===== config.mk =====
export PLATFORM = sky130hd
export DESIGN_NAME = tl_buffer_ad
export DESIGN_NICKNAME = d
export VERILOG_FILES = /design/src/rtl/tl_buffer_pkg.sv /design/src/rtl/tl_buffer_ad_queue.sv /design/src/rtl/tl_buffer_ad.sv
export SDC_FILE = /design/constraint.sdc
export NUM_CORES = 1
export LEC_CHECK = 0
export ABC_AREA = 1
export BUFFER_PORTS_ARGS = -buffer_cell sky130_fd_sc_hd__buf_2
export CORE_AREA = 3 3 248 250
export CTS_CLUSTER_DIAMETER = 120
export CTS_CLUSTER_SIZE = 10
export DETAILED_ROUTE_END_ITERATION = 6
export DIE_AREA = 0 0 251 253
export SLEW_MARGIN = 20
export SYNTH_ARGS = -nofsm -noshare
export SYNTH_HDL_FRONTEND = slang
export SYNTH_SLANG_ARGS = --single-unit

===== constraint.sdc =====
create_clock -name clock -period 7.8 [get_ports clock]
set_input_delay 1.17 -clock clock [delete_from_list [all_inputs] [get_ports clock]]
set_output_delay 1.17 -clock clock [all_outputs]
set_load 0.02 [all_outputs]

===== src/rtl/tl_buffer_pkg.sv =====
// tl_buffer_pkg: TileLink channel field widths and packed beat types shared by the buffer.
package tl_buffer_pkg;
    localparam int OPCODE_W = 3;
    localparam int A_PARAM_W = 3;
    localparam int D_PARAM_W = 2;
    localparam int SIZE_W = 3;
    localparam int SOURCE_W = 4;
    localparam int SINK_W = 3;
    localparam int ADDR_W = 32;
    localparam int MASK_W = 8;
    localparam int DATA_W = 64;

    typedef struct packed {
        logic [OPCODE_W-1:0]  opcode;
        logic [A_PARAM_W-1:0] param;
        logic [SIZE_W-1:0]    size;
        logic [SOURCE_W-1:0]  source;
        logic [ADDR_W-1:0]    address;
        logic [MASK_W-1:0]    mask;
        logic [DATA_W-1:0]    data;
        logic                 corrupt;
    } tl_a_beat_t;

    typedef struct packed {
        logic [OPCODE_W-1:0]  opcode;
        logic [D_PARAM_W-1:0] param;
        logic [SIZE_W-1:0]    size;
        logic [SOURCE_W-1:0]  source;
        logic [SINK_W-1:0]    sink;
        logic                 denied;
        logic [DATA_W-1:0]    data;
        logic                 corrupt;
    } tl_d_beat_t;
endpackage


===== src/rtl/tl_buffer_ad_queue.sv =====
// tl_queue: registered FIFO; ready is !full and valid is !empty, with no pipe or flow-through path.
module tl_queue #(
    parameter int WIDTH = 8,
    parameter int DEPTH = 2
) (
    input  logic             clock,
    input  logic             reset,
    input  logic             enq_valid,
    output logic             enq_ready,
    input  logic [WIDTH-1:0] enq_bits,
    output logic             deq_valid,
    input  logic             deq_ready,
    output logic [WIDTH-1:0] deq_bits
);
    localparam int AW = $clog2(DEPTH);
    logic [WIDTH-1:0] ram [DEPTH];
    logic [AW-1:0] wr_ptr, rd_ptr;
    logic maybe_full, ptr_match, enq_fire, deq_fire;
    assign ptr_match = wr_ptr == rd_ptr;
    assign enq_ready = !(ptr_match && maybe_full);
    assign deq_valid = !(ptr_match && !maybe_full);
    assign enq_fire = enq_valid && enq_ready;
    assign deq_fire = deq_valid && deq_ready;
    assign deq_bits = ram[rd_ptr];
    // Storage is deliberately left out of reset; only the pointers define occupancy.
    always_ff @(posedge clock)
        if (enq_fire) ram[wr_ptr] <= enq_bits;
    always_ff @(posedge clock or posedge reset) begin
        if (reset) begin
            wr_ptr <= '0;
            rd_ptr <= '0;
            maybe_full <= 1'b0;
        end else begin
            if (enq_fire) wr_ptr <= wr_ptr + AW'(1);
            if (deq_fire) rd_ptr <= rd_ptr + AW'(1);
            if (enq_fire != deq_fire) maybe_full <= enq_fire;
        end
    end
endmodule


===== src/rtl/tl_buffer_ad.sv =====
// tl_buffer_ad: TileLink buffer queueing the A and D channels; C and E pass straight through.
module tl_buffer_ad
    import tl_buffer_pkg::*;
#(
    parameter int A_DEPTH = 2,
    parameter int D_DEPTH = 2
) (
    input  logic                 clock,
    input  logic                 reset,
    input  logic                 auto_in_a_valid,
    output logic                 auto_in_a_ready,
    input  logic [OPCODE_W-1:0]  auto_in_a_bits_opcode,
    input  logic [A_PARAM_W-1:0] auto_in_a_bits_param,
    input  logic [SIZE_W-1:0]    auto_in_a_bits_size,
    input  logic [SOURCE_W-1:0]  auto_in_a_bits_source,
    input  logic [ADDR_W-1:0]    auto_in_a_bits_address,
    input  logic [MASK_W-1:0]    auto_in_a_bits_mask,
    input  logic [DATA_W-1:0]    auto_in_a_bits_data,
    input  logic                 auto_in_a_bits_corrupt,
    output logic                 auto_out_a_valid,
    input  logic                 auto_out_a_ready,
    output logic [OPCODE_W-1:0]  auto_out_a_bits_opcode,
    output logic [A_PARAM_W-1:0] auto_out_a_bits_param,
    output logic [SIZE_W-1:0]    auto_out_a_bits_size,
    output logic [SOURCE_W-1:0]  auto_out_a_bits_source,
    output logic [ADDR_W-1:0]    auto_out_a_bits_address,
    output logic [MASK_W-1:0]    auto_out_a_bits_mask,
    output logic [DATA_W-1:0]    auto_out_a_bits_data,
    output logic                 auto_out_a_bits_corrupt,
    input  logic                 auto_out_d_valid,
    output logic                 auto_out_d_ready,
    input  logic [OPCODE_W-1:0]  auto_out_d_bits_opcode,
    input  logic [D_PARAM_W-1:0] auto_out_d_bits_param,
    input  logic [SIZE_W-1:0]    auto_out_d_bits_size,
    input  logic [SOURCE_W-1:0]  auto_out_d_bits_source,
    input  logic [SINK_W-1:0]    auto_out_d_bits_sink,
    input  logic                 auto_out_d_bits_denied,
    input  logic [DATA_W-1:0]    auto_out_d_bits_data,
    input  logic                 auto_out_d_bits_corrupt,
    output logic                 auto_in_d_valid,
    input  logic                 auto_in_d_ready,
    output logic [OPCODE_W-1:0]  auto_in_d_bits_opcode,
    output logic [D_PARAM_W-1:0] auto_in_d_bits_param,
    output logic [SIZE_W-1:0]    auto_in_d_bits_size,
    output logic [SOURCE_W-1:0]  auto_in_d_bits_source,
    output logic [SINK_W-1:0]    auto_in_d_bits_sink,
    output logic                 auto_in_d_bits_denied,
    output logic [DATA_W-1:0]    auto_in_d_bits_data,
    output logic                 auto_in_d_bits_corrupt,
    input  logic                 auto_in_c_valid,
    output logic                 auto_in_c_ready,
    input  logic [OPCODE_W-1:0]  auto_in_c_bits_opcode,
    input  logic [A_PARAM_W-1:0] auto_in_c_bits_param,
    input  logic [SIZE_W-1:0]    auto_in_c_bits_size,
    input  logic [SOURCE_W-1:0]  auto_in_c_bits_source,
    input  logic [ADDR_W-1:0]    auto_in_c_bits_address,
    input  logic [DATA_W-1:0]    auto_in_c_bits_data,
    input  logic                 auto_in_c_bits_corrupt,
    output logic                 auto_out_c_valid,
    input  logic                 auto_out_c_ready,
    output logic [OPCODE_W-1:0]  auto_out_c_bits_opcode,
    output logic [A_PARAM_W-1:0] auto_out_c_bits_param,
    output logic [SIZE_W-1:0]    auto_out_c_bits_size,
    output logic [SOURCE_W-1:0]  auto_out_c_bits_source,
    output logic [ADDR_W-1:0]    auto_out_c_bits_address,
    output logic [DATA_W-1:0]    auto_out_c_bits_data,
    output logic                 auto_out_c_bits_corrupt,
    input  logic                 auto_in_e_valid,
    input  logic [SINK_W-1:0]    auto_in_e_bits_sink,
    output logic                 auto_out_e_valid,
    output logic [SINK_W-1:0]    auto_out_e_bits_sink
);
    tl_a_beat_t a_enq, a_deq;
    tl_d_beat_t d_enq, d_deq;
    assign a_enq = '{auto_in_a_bits_opcode, auto_in_a_bits_param, auto_in_a_bits_size,
                     auto_in_a_bits_source, auto_in_a_bits_address, auto_in_a_bits_mask,
                     auto_in_a_bits_data, auto_in_a_bits_corrupt};
    assign d_enq = '{auto_out_d_bits_opcode, auto_out_d_bits_param, auto_out_d_bits_size,
                     auto_out_d_bits_source, auto_out_d_bits_sink, auto_out_d_bits_denied,
                     auto_out_d_bits_data, auto_out_d_bits_corrupt};

    tl_queue #(.WIDTH($bits(tl_a_beat_t)), .DEPTH(A_DEPTH)) a_q (
        .clock(clock), .reset(reset),
        .enq_valid(auto_in_a_valid), .enq_ready(auto_in_a_ready), .enq_bits(a_enq),
        .deq_valid(auto_out_a_valid), .deq_ready(auto_out_a_ready), .deq_bits(a_deq)
    );

    tl_queue #(.WIDTH($bits(tl_d_beat_t)), .DEPTH(D_DEPTH)) d_q (
        .clock(clock), .reset(reset),
        .enq_valid(auto_out_d_valid), .enq_ready(auto_out_d_ready), .enq_bits(d_enq),
        .deq_valid(auto_in_d_valid), .deq_ready(auto_in_d_ready), .deq_bits(d_deq)
    );

    assign {auto_out_a_bits_opcode, auto_out_a_bits_param, auto_out_a_bits_size,
            auto_out_a_bits_source, auto_out_a_bits_address, auto_out_a_bits_mask,
            auto_out_a_bits_data, auto_out_a_bits_corrupt} = a_deq;
    assign {auto_in_d_bits_opcode, auto_in_d_bits_param, auto_in_d_bits_size,
            auto_in_d_bits_source, auto_in_d_bits_sink, auto_in_d_bits_denied,
            auto_in_d_bits_data, auto_in_d_bits_corrupt} = d_deq;

    // Release and grant-ack traffic is never buffered, so it is unaffected by reset.
    assign auto_out_c_valid        = auto_in_c_valid;
    assign auto_in_c_ready         = auto_out_c_ready;
    assign auto_out_c_bits_opcode  = auto_in_c_bits_opcode;
    assign auto_out_c_bits_param   = auto_in_c_bits_param;
    assign auto_out_c_bits_size    = auto_in_c_bits_size;
    assign auto_out_c_bits_source  = auto_in_c_bits_source;
    assign auto_out_c_bits_address = auto_in_c_bits_address;
    assign auto_out_c_bits_data    = auto_in_c_bits_data;
    assign auto_out_c_bits_corrupt = auto_in_c_bits_corrupt;
    assign auto_out_e_valid        = auto_in_e_valid;
    assign auto_out_e_bits_sink    = auto_in_e_bits_sink;
endmodule

-- Yosys cells after proc, flatten, opt, wreduce, memory -nomap -nowiden
Memories as Yosys holds them, arrays and structs flattened.
Cells that the tools add are included.
- memories kept: 2
- word-level logic and storage cells: 34
- register bits: 6
- input port bits: 321
- bits in latches: 0
- memory bits (writable): 398
- ROM bits: 0
- eq/ne operators: 4
- reduce and logical (&&, ||, !) cells: 14
- multiplexer cells: 4
- add/sub/neg operators: 4
- div/mod/pow operators: 0
- multipliers: 0
- $lt $le $gt $ge: 0
- shifts and indexed selects: 0
- bitwise operators: 0
- memory list (memory ; depth ; width ; read ports ; clocked after Yosys merged registers in ; write ports ; line ; text):
    a_q.ram ; 2 ; 118 ; 1 ; 0 ; 1 ; tl_buffer_ad_queue.sv:16 ; logic [WIDTH-1:0] ram [DEPTH];
    d_q.ram ; 2 ; 81 ; 1 ; 0 ; 1 ; tl_buffer_ad_queue.sv:16 ;
- operators with widths (operator ; count):
    $logic_and A1 B1 Y1 ; 8
    $logic_not A1 Y1 ; 6
    $add A1 B1 Y1 const B ; 4
    $mux W1 ; 4
    $eq A1 B1 Y1 ; 2
    $ne A1 B1 Y1 ; 2

-- Depth between registers and ports, before layout
- depth after elaboration: 6
- gate-level depth with buffers: 6
- gate-level depth less buffers: 6

-- Modules after synthesis
From an unflattened synthesis, not the netlist that was laid out.
- cell total of the unflattened synthesis: 1205
- area total of the unflattened synthesis: 15815.2 um^2
- modules (own cells, without submodules) (module ; cells an instance ; times used ; area an instance (um^2) ; seq. area each (um^2)):
    tl_queue at a_q ; 641 ; 1 ; 8787.2 ; 7161.9
    tl_queue at d_q ; 448 ; 1 ; 6157.2 ; 4939.7
    tl_buffer_ad ; 116 ; 1 ; 870.8 ; 0.0

-- Worst setup path before layout
OpenSTA, ideal clock, no wires.
- kind: input to register
- start point: in auto_in_a_valid
- end point: mem a_q.ram[1][0] in the netlist's numbering, enable pin
- data required time: 7.204 ns
- arrival: 6.143 ns
- path slack: 1.061 ns
- cell stages on the path: 2
- buffers on the path: 0
- path through: nand2_1 nor2_1
- longest elaborated chain between the ends: 3
- RTL lines (what ; line ; text):
    from (decl) ; tl_buffer_ad.sv:10 ; input logic auto_in_a_valid,
    $logic_and A1 B1 Y1 ; tl_buffer_ad_queue.sv:22 ; assign enq_fire = enq_valid && enq_ready;
    $mux W1 ; tl_buffer_ad_queue.sv:27 ; if (enq_fire) ram[wr_ptr] <= enq_bits;
    $mux W1 (not written as such) ; tl_buffer_ad_queue.sv:27 ;
    to (decl) ; tl_buffer_ad_queue.sv:16 ;
Every way passes these cells.

-- Worst setup path after layout
- start point: reg a_q.rd_ptr
- end point: out auto_out_a_bits_data[5]
- longest elaborated chain between the ends: 1
- RTL lines (what ; line ; text):
    from (decl) ; tl_buffer_ad_queue.sv:17 ; logic [AW-1:0] wr_ptr, rd_ptr;
    from (signal assigned) ; tl_buffer_ad_queue.sv:35 ; if (deq_fire) rd_ptr <= rd_ptr + AW'(1);
    $mem_v2 Z2 W118 ; n/a ;
    to (decl) ; tl_buffer_ad.sv:28 ; output logic [DATA_W-1:0] auto_out_a_bits_data,
Every way passes these cells.

==> metrics.txt <==
synth-to-layout area growth 19.7%; Post-Layout Inst Area 18900 µm²; Core Region 59200 µm²; GR Util met2 29.9%; Crit Path Class reg2out; GRT Total Usage 16.5%; worst skew pair latency 560 ps; CP startpoint kind flop; Synth Area in XOR/XNOR 0%; Initial Util 26.7%; Min Clock Period, post-route about 4500 ps; vias post-DR 9825; Power Density 417 nW/µm²; Critical Path AT 3290 ps; vias in the first global route 9797; Total Wirelength 55.0 mm; antenna violations before repair 26; switching share of total power just under 40%; Clock Path Buffers 3; Area contributors post-synth edfxtp_1 (76%), nand2_1 (15%), buf_4 (6.0%); Post-Syn Area 15800 µm²; combinational fraction of design power 35.5%; DP Area 17600 µm²; TritonCTS clock tree built; peak supply drop approximately 240 µV; Worst Hold Class reg2reg; nets 1828; met1 usage 12.9%; main combinational cell family by area after synthesis simple AND/OR/NAND/NOR gates; post-synthesis sequential area ratio 76.6%; Leakage 7.93 nW; placed wire-length estimate 42.2 mm; top-area cell type share of the netlist area approximately 76%; outcome finished clean; Yosys reg bits 404; cts repair resizes 0; Critical Path RT 6630 ps; Setup Fix Bufs, Post-CTS 0; port buffer count 407; chip height about 250 µm; Worst Tran Pin Value 978 ps; Hold Vio Cnt, Final 0; Clock Power Share between 20 and 25%; Max Clock Skew 9.53 ps; setup TNS 0 ps; Die Area about 64000 µm²; Setup crit end kind output pin; routed len/inst 23.9 µm; post-synth top area cell edfxtp_1; I/O pin total 640; Syn Inst Count 1204; DRT antenna net count 0; std cell rows 89; Num CTS Buffers 46; largest net degree at the start of global routing 119; total of max-cap violations 0; Sink Count a little over 400; GR Util met3 13.1%; RD Place Congestion 0.863; Slew headroom a little over a third; Synth Area in Adders 0%; simple-gate portion of the synthesized area 15.2%; Syn Nets 1525; initial DRC count about 650; Top Usage Layer GRT met2; DRC errors left 0; Fmax 0.224 GHz; register share of total power 40.4%; max-slew violations 0; hold buffer count at CTS 0; die width 251 µm; layout cells sized above 1 between 30% and 40%; count of final setup violators 0; vias per cell about 4.3; grt total ovfl 0; Internal 4.83 mW; global-route wire length before repair 74.0 mm; RSZ-0062 raised after global routing no; compound-gate portion of the synthesized area 0%; clock-pin slew on the worst setup and hold paths 60 ps; Netlist cell types 12; fin crit share 57.1%; root buf cell clkbuf_16; multiplexer share of the synthesized area 0%; synthesized area per cell about 13 µm²; CP Max Fanout 72; Sw Pwr 3.06 mW; H-tree depth 2; Syn. warnings 0; TritonRoute pass-1 iters 4
layout make-up:
cell class                      instances  area, µm²
Fill cell                            5974      40300
Sequential cell                       404      12100
Multi-Input combinational cell        631       2410
Timing Repair Buffer                  415       2110
Clock buffer                           57       1210
Tap cell                              773        967
Clock inverter                          3       42.5
Inverter                                9       42.5
Antenna cell                            8       20.0
power by group through the flow:
stage | clock network (mW) | logic [mW] | registers [mW]
2_1_floorplan | 0 | 1.97 | 3.21
3_3_place_gp | 0 | 2.86 | 3.21
3_5_place_dp | 0 | 2.86 | 3.24
4_1_cts | 1.96 | 2.87 | 3.19
5_1_grt | 2.04 | 3.06 | 3.23
6_report | 1.90 | 2.80 | 3.19
through the flow:
stage / setup WS (ps) / utilization (%) / power [mW] / hold slack [ps] / instances
after floorplan: 1060 / - / 5.18 / 464 / 1204
after global placement: 3840 / 29.8 / 6.07 / 477 / 2232
after detailed placement: 3890 / 29.8 / 6.09 / 480 / 2232
after CTS: 3270 / 31.9 / 8.02 / 495 / 2292
after global routing: 3090 / 31.9 / 8.32 / 536 / 2295
final: 3340 / 31.9 / 7.88 / 493 / 2300
flip-flops by register name (all words and copies together) (netlist names):
name / cells
a_q.ram: 236
d_q.wr_ptr: 1
a_q.maybe_full: 1
d_q.ram: 162
d_q.maybe_full: 1
a_q.rd_ptr: 1
a_q.wr_ptr: 1
d_q.rd_ptr: 1
worst paths after layout:
check / slack (ps) / end / start / cells after the start
hold / removal: 490 / d_q.wr_ptr$_DFFE_PP0P_ / d_q.wr_ptr$_DFFE_PP0P_ / 2
min in group asynchronous: 540 / d_q.maybe_full$_DFFE_PP0P_ / reset / 2
max in group asynchronous: 7010 / a_q.rd_ptr$_DFFE_PP0P_ / reset / 2
hold reg to reg: 490 / d_q.wr_ptr$_DFFE_PP0P_ / d_q.wr_ptr$_DFFE_PP0P_ / 2
setup / recovery: 3340 / auto_out_a_bits_data[5] / a_q.rd_ptr$_DFFE_PP0P_ / 5
setup reg to reg: 4170 / a_q.ram[0][36]$_DFFE_PP_ / a_q.rd_ptr$_DFFE_PP0P_ / 6
critical path, cell delays in order, from the launching register on:
cell,delay [ps]
dfrtp_4,750
inv_4,530
buf_4,750
nand2_1,130
nand2_1,200
buf_2,200
synth_stat cells:
library cell,instances
nor2_1,2
dfrtp_1,6
inv_2,1
edfxtp_1,398
nand3_2,2
or2_2,2
inv_1,8
buf_6,23
buf_4,127
nand2_1,617
nand3_1,8
buf_2,10
layout by cell type, fill, tap and decap left out, types with 2 or more instances in the layout:
cell type	count
nor2_4	2
buf_2	407
buf_4	7
clkbuf_16	47
inv_1	5
edfxtp_1	398
nand3_2	2
dfrtp_1	4
clkbuf_1	10
nand3_1	8
inv_6	2
nand2_1	617
or2_2	2
diode_2	8
routing by layer:
layer  part of all wire (%)  wire length [µm]
met1                     27             14600
met2                     52             28500
met3                     17              9530
met4                    3.9              2150
met5                   0.31               173
cells by family (layout without fill, tap and decap cells):
group | count (synthesis) | count (layout)
other | 0 | 8
buffers and inverters | 169 | 484
and+or+nand+nor | 631 | 631
DFF | 404 | 404
(Power assumes the default switching activity.)
